<file path="config.mk">
export PLATFORM = sky130hd
export DESIGN_NAME = memory_arbiter
export DESIGN_NICKNAME = d
export VERILOG_FILES = /design/src/rtl/memory_arbiter.sv
export SDC_FILE = /design/constraint.sdc
export NUM_CORES = 1
export LEC_CHECK = 0
export BUFFER_PORTS_ARGS = -buffer_cell sky130_fd_sc_hd__buf_4
export CAP_MARGIN = 15
export CORE_AREA = 2 2 105 107
export DETAILED_ROUTE_END_ITERATION = 16
export DIE_AREA = 0 0 107 109
export GPL_TIMING_DRIVEN = 0
export PLACE_DENSITY = 0.6
export SLEW_MARGIN = 20
export SYNTH_ARGS = -nofsm -noshare
export SYNTH_HDL_FRONTEND = slang
export SYNTH_SLANG_ARGS = --single-unit
</file>
<file path="constraint.sdc">
create_clock -name CLK -period 3.55 [get_ports CLK]
set_input_delay 0.355 -clock CLK [delete_from_list [all_inputs] [get_ports CLK]]
set_output_delay 0.355 -clock CLK [all_outputs]
set_load 0.02 [all_outputs]
</file>
<file path="src/rtl/memory_arbiter.sv">
// Purpose     : arbitrates cache instruction-fetch and data-access ports onto one single-ported RAM.
// Latency     : request seen at edge N is granted at N+1; zero-wait RAM completes in that cycle, IDLE again at N+2.
// Backpressure: requesters hold inputs until their wait goes low; RAM BUSY stretches the grant up to TIMEOUT cycles.
//
// Ports:
//   CLK, nRST                        clock, asynchronous active-low reset
//   iREN, iaddr -> iwait, iload      instruction read port
//   dREN, dWEN, daddr, dstore -> dwait, dload   data read/write port
//   ramREN, ramWEN, ramaddr, ramstore, ramload, ramstate   RAM side
//   err                              sticky RAM error / timeout flag
module memory_arbiter #(
   parameter int unsigned STARVE_MAX = 4,
   parameter int unsigned TIMEOUT    = 255
) (
   input  logic        CLK,
   input  logic        nRST,
   // instruction port
   input  logic        iREN,
   input  logic [31:0] iaddr,
   output logic        iwait,
   output logic [31:0] iload,
   // data port
   input  logic        dREN,
   input  logic        dWEN,
   input  logic [31:0] daddr,
   input  logic [31:0] dstore,
   output logic        dwait,
   output logic [31:0] dload,
   // RAM side
   output logic        ramREN,
   output logic        ramWEN,
   output logic [31:0] ramaddr,
   output logic [31:0] ramstore,
   input  logic [31:0] ramload,
   input  logic [1:0]  ramstate,
   // status
   output logic        err
);

   localparam int unsigned SW = $clog2(STARVE_MAX + 1);
   localparam int unsigned TW = $clog2(TIMEOUT + 1);

   localparam logic [1:0] RS_ACCESS = 2'd2;
   localparam logic [1:0] RS_ERROR  = 2'd3;

   typedef enum logic [1:0] {
      IDLE = 2'd0,
      IGNT = 2'd1,
      DGNT = 2'd2
   } state_t;

   state_t        r_state;
   state_t        w_next;
   logic [SW-1:0] r_starve;
   logic [TW-1:0] r_tmo;
   logic          r_err;

   logic w_dreq;
   logic w_grant;
   logic w_owner_req;
   logic w_abort;
   logic w_tmo_hit;
   logic w_done;
   logic w_fail;
   logic w_idone;
   logic w_ddone;
   logic w_starved;

   assign w_dreq      = dREN | dWEN;
   assign w_grant     = (r_state != IDLE);
   // The owner still wants the RAM; if it lets go the grant is abandoned silently.
   assign w_owner_req = ((r_state == IGNT) & iREN) | ((r_state == DGNT) & w_dreq);
   assign w_abort     = w_grant & ~w_owner_req;
   assign w_tmo_hit   = (r_tmo == TW'(TIMEOUT - 1));
   assign w_done      = w_owner_req &
                        ((ramstate == RS_ACCESS) | (ramstate == RS_ERROR) | w_tmo_hit);
   // Any completion that is not a clean ACCESS is either a RAM error or a timeout.
   assign w_fail      = w_done & (ramstate != RS_ACCESS);
   assign w_idone     = w_done & (r_state == IGNT);
   assign w_ddone     = w_done & (r_state == DGNT);
   assign w_starved   = iREN & (r_starve == SW'(STARVE_MAX));

   // ---------------- FSM state register ----------------
   always_ff @(posedge CLK or negedge nRST) begin
      if (!nRST) begin
         r_state <= IDLE;
      end else begin
         r_state <= w_next;
      end
   end

   // ---------------- next state and RAM strobes ----------------
   always_comb begin
      w_next   = r_state;
      ramREN   = 1'b0;
      ramWEN   = 1'b0;
      ramaddr  = 32'd0;
      ramstore = 32'd0;
      case (r_state)
         IDLE: begin
            if (w_dreq && !w_starved) begin
               w_next = DGNT;
            end else if (iREN) begin
               w_next = IGNT;
            end
         end
         IGNT: begin
            if (iREN) begin
               ramREN  = 1'b1;
               ramaddr = iaddr;
            end
            if (w_done || w_abort) begin
               w_next = IDLE;
            end
         end
         DGNT: begin
            if (dWEN) begin
               ramWEN   = 1'b1;
               ramaddr  = daddr;
               ramstore = dstore;
            end else if (dREN) begin
               ramREN  = 1'b1;
               ramaddr = daddr;
            end
            if (w_done || w_abort) begin
               w_next = IDLE;
            end
         end
         default: begin
            w_next = IDLE;
         end
      endcase
   end

   // ---------------- completion pulses ----------------
   assign iwait = ~w_idone;
   assign dwait = ~w_ddone;
   assign iload = w_idone ? ramload : 32'd0;
   assign dload = (w_ddone && !dWEN) ? ramload : 32'd0;
   assign err   = r_err;

   // ---------------- grant-age counter ----------------
   // Held at zero in IDLE so every grant starts counting from its first cycle.
   always_ff @(posedge CLK or negedge nRST) begin
      if (!nRST) begin
         r_tmo <= '0;
      end else if (!w_grant) begin
         r_tmo <= '0;
      end else if (!w_done) begin
         r_tmo <= r_tmo + TW'(1);
      end
   end

   // ---------------- instruction starvation counter ----------------
   always_ff @(posedge CLK or negedge nRST) begin
      if (!nRST) begin
         r_starve <= '0;
      end else if (!iREN || w_idone) begin
         r_starve <= '0;
      end else if (w_ddone && (r_starve != SW'(STARVE_MAX))) begin
         r_starve <= r_starve + SW'(1);
      end
   end

   // ---------------- sticky error ----------------
   always_ff @(posedge CLK or negedge nRST) begin
      if (!nRST) begin
         r_err <= 1'b0;
      end else if (w_fail) begin
         r_err <= 1'b1;
      end
   end

endmodule

</file>
; ---- Word level (Yosys, flattened, before mapping)
; Cells that the tools add are included.
[totals]
word_cells = 67
regBits = 14
output_inout_bits = 133
[classes]
eq_ne = 11
n_reduce_logical = 13
add_sub_neg = 2
bitwise_logic = 15
muxes = 22
[op_table]
columns = operator, count
row1 = two-way mux 32 bit, 7
row2 = case mux 32 bit (2 select lines), 1
row3 = two-way mux 8 bit, 2
row4 = adder 8 x 1 -> 8 bit (second input constant), 1
row5 = AND 1 bit, 8
row6 = == test 8 bit (second input constant), 1
row7 = == test 2 bit (second input constant), 3
row8 = two-way mux 2 bit, 3
row9 = two-way mux 3 bit, 2
row10 = != test 3 bit (second input constant), 2
row11 = two-way mux 1 bit, 5
row12 = != test 2 bit (second input constant), 2
row13 = bitwise OR 1 bit, 4
row14 = case mux 2 bit (2 select lines), 1
row15 = nonzero test 2 bit, 2
row16 = adder 3 x 1 -> 3 bit (second input constant), 1
row17 = == test 3 bit (second input constant), 1
row18 = logical AND 1 bit, 3
row19 = logical NOT 1 bit, 3
row20 = NOT 1 bit, 3
row21 = == test 2 x 1 -> 1 bit (second input constant), 1
row22 = logical NOT 2 bit, 1
row23 = logical OR 1 bit, 2
row24 = != test 2 x 1 -> 1 bit (second input constant), 1
row25 = other kinds (3), 3

; ---- Longest topological paths before layout
[logic_depth]
ltp_word = 8
mapped_depth = 9

; ---- Least setup slack after synthesis
; No wires, ideal clock.
[synth_path]
path_kind = reg-to-output
start = register r_tmo[0]
end = output dload[10]
setup_slack_ns = 1.434
path_buffers = 1
required_ns = 3.195
stages_incl_launch_ff = 8
arrival_ns = 1.761
path_cell_list = dfrtp_1 > inv_1 > ha_1 > and3_1 > a31oi_4 > nor4b_4 > buf_6 > and2_1
[synth_between]
elab_chain_len = 6
[synth_rtl]
columns = element, line
row1 = start: declaration, 55  ; logic [TW-1:0] r_tmo;
row2 = start signal: assignment, 150  ; r_tmo <= r_tmo + TW'(1);
row3 = == test 8 bit, 74  ; assign w_tmo_hit = (r_tmo == TW'(TIMEOUT - 1));
row4 = bitwise OR 1 bit, 76  ; ((ramstate == RS_ACCESS) | (ramstate == RS_ERROR) | w_tmo_hit);
row5 = AND 1 bit, 75  ; assign w_done = w_owner_req &
row6 = AND 1 bit, 80  ; assign w_ddone = w_done & (r_state == DGNT);
row7 = logical AND 1 bit, 139  ; assign dload = (w_ddone && !dWEN) ? ramload : 32'd0;
row8 = two-way mux 32 bit, 139
row9 = end: declaration, 28  ; output logic [31:0] dload,
; No other way between the ends.

; ---- Final worst setup path
[layout_path]
start = register r_tmo[0]
end = output dload[23]
; The elaborated chain is that of the path after synthesis.

==> metrics.md <==
| Metric | Value |
|---|---|
| Postcts setup bufs | 0 |
| Post-synth EDFFs | 0 |
| Root Buffer | clkbuf_8 |
| DR vias/cell | between 4 and 5 |
| Clk_lat worst skew | 0.24 ns |
| Global-route wire length before repair | between 15000 and 20000 um |
| Total Wirelength | between 10000 and 15000 um |
| # IOs | ~270 |
| Yosys Warn Count | 0 |
| Max-slew violations | 0 |
| Commonest non-fill, non-tap cell in the layout | buf_4 |
| Measured slew at the worst slew-check pin | approximately 0.58 ns |
| Routability cong. | about 0.85 |
| Worst EP arrival | 2.36 ns |
| WS Path Type | flop to primary output |
| Nets | a little over 700 |
| Fillers | 1067 |
| Top cell type's share of synthesized area | about 18% |
| Crit start category | flop |
| Ys async rst share | 100% |
| Vias | 3345 |
| Static Leakage | about 2.5 nW |
| Initial antenna violation count | 0 |
| Die span in y | about 110 um |
| Hold crit path type | input port to flop |
| Synthesized flop and latch total | 14 |
| # Max-Cap Violations | 0 |
| Overall Global Routing Usage | roughly 16% |
| Total negative slack | 0 ns |
| RSZ-0062 raised after global routing | false |
| Starting density of the core | around a fifth |
| Routed Antenna Nets | 0 |
| Top FF cell, synth | dfrtp_1 |
| Die area | around 0.012 mm2 |
| Finish-stage setup viols | 0 |
| Crit path required time | between 3 and 4 ns |
| Area contributors post-synth | and3_1 18%, dfrtp_1 16%, a22oi_1 11% |
| Netlist cell types | 43 |
| FMAX | around 0.37 GHz |
| Total CTS buffers | 3 |
| GRT Residual Overflow | 0 |
| Core box area | approximately 0.011 mm2 |
| Final design utilization | a little over two fifths |
| Worst Setup End Kind | primary output |
| Sequential-to-total area share from yosys stat | between 10% and 20% |
| Clock Skews | between 0.004 and 0.005 ns |
| Hold WS | ~0.4 ns |
| Ratio of cells with drive above 1 in the final layout | around half |
| Clock sinks | 14 |
| DRC Markers | 0 |
| Mean post-synth cell area | between 7 and 8 um2 |
| Post-synthesis cell count | between 300 and 400 |
| HPWL after detailed placement | approximately 8800 um |
| Worst-path clk slew | 0.06 ns |
| DIE WIDTH | 107 um |
| Post-CTS Resized | 0 |
| TritonRoute pass-1 iters | 4 |
| P&R area growth vs syn | 100% |
| Pin count of the biggest net entering global routing | 15 |
| Initial DRC Count | about 210 |
| Max-slew headroom | around three fifths |
| Worst IR Drop VDD | between 0.0003 and 0.0004 V |
| N_diodes | 0 |
| Port bufs | roughly 270 |
| Commonest non-fill, non-tap cells in the layout | 268 x buf_4, 65 x and3_1, 38 x nor2b_1, 35 x and2_1, 32 x a22oi_1 |
| WL/cell | about 15 um |
| Outcome | finished, final reports clean |
| Site Rows | 38 |
| Clock buffer depth | 2 |
| Worst-path fanout max | 10 |
| Ratio of total power to cell area | between 300 and 400 mW/mm2 |
| Hold Violations, Final | 0 |
| CTS tree | done |
| H-tree Lvls | 1 |
| Fin crit period | ~2.7 ns |
| Final Cycle Share | between 70 and 80% |
| Area leader, netlist | and3_1 |
| Vias in the first global route | 3189 |
| Synthesized area | roughly 0.0022 mm2 |
| Synth Net Count | between 400 and 500 |
[worst max-delay path: stages (launching register included)]
cell and delay (ns):
dfrtp_1 0.42, inv_1 0.09, ha_1 0.15, and3_1 0.23
a31oi_4 0.20, nor4b_4 0.54, buf_6 0.20, and2_1 0.14
buf_4 0.14
[power breakdown]
group / internal, mW / switching [mW] / total (mW)
clock network: 0.0981 / 0.0549 / 0.153
registers: 0.185 / 0.0272 / 0.212
logic: 0.587 / 0.751 / 1.34
total: 0.870 / 0.833 / 1.70
[routing by layer]
layer / GRT usage (%) / wire length [um] / vias to the layer above
li1: - / - / 1649
met1: 19.2 / 4080 / 1501
met2: 30.3 / 5360 / 187
met3: 3.29 / 969 / 8
met4: 2.60 / 121 / 0
met5: 0 / 0 / -
[synth_stat cells, drive strengths merged (2+ instances only)]
cell type,instances
and3,66
nor2b,38
and2,35
a22oi,32
clkbuf,24
dfrtp,14
nand2,12
buf,9
a21oi,8
inv,8
nor2,8
ha,7
mux2,5
nand3,5
nor3,5
nand4,4
o21ai,4
a211oi,2
a21boi,2
a21o,2
a31o,2
a31oi,2
[what timing repair did]
| item | in CTS | in global routing |
|---|---|---|
| hold endpoints to repair | 14 | 0 |
| hold buffers | 1 | 0 |
| endpoints found under the setup margin | 0 | 0 |
[final timing paths]
check | from | end | slack, ns | cells after the start
min in group asynchronous | nRST | r_tmo[7] | 0.49 | 2
setup / recovery | r_tmo[0] | dload[23] | 0.83 | 8
max in group asynchronous | nRST | r_state[0] | 2.89 | 2
setup reg to reg | r_state[0] | r_starve[0] | 1.52 | 8
hold reg to reg | err | err | 0.45 | 1
hold / removal | ramstate[0] | err | 0.40 | 3
[logic make-up (layout without fill, tap and decap cells)]
family / after synthesis / after routing / share of synthesized area (%)
mux: 5 / 5 / 2.52
compound gates: 64 / 64 / 21.4
buf+inv: 41 / 313 / 8.33
simple gates: 177 / 177 / 48.2
flops: 14 / 14 / 15.7
fa+ha+maj: 7 / 7 / 3.91
[registers in the layout, summed over array words and instances, names as in the netlist]
name,count
r_tmo,8
r_starve,3
r_state,2
err,1
[stage by stage]
stage / total power [mW] / cells / cell area, um2 / worst slack, ns
2_1_floorplan: 1.03 / 308 / 2240 / 1.43
3_3_place_gp: 1.54 / 715 / 4420 / 1.08
3_5_place_dp: 1.56 / 715 / 4420 / 1.05
4_1_cts: 1.72 / 720 / 4480 / 0.782
5_1_grt: 1.86 / 720 / 4480 / 0.616
6_report: 1.70 / 720 / 4480 / 0.835
[cell type report]
cell class	instances	area, um2	share of cell area (%)
buffer	33	156	3.49
clock buffer	4	55.1	1.23
inverter	8	30.0	0.670
multi-input combinational	253	1700	38.0
sequential	14	350	7.81
tap	140	175	3.91
timing repair buffer	268	2010	44.9
Power figures use the tool's default switching activity.
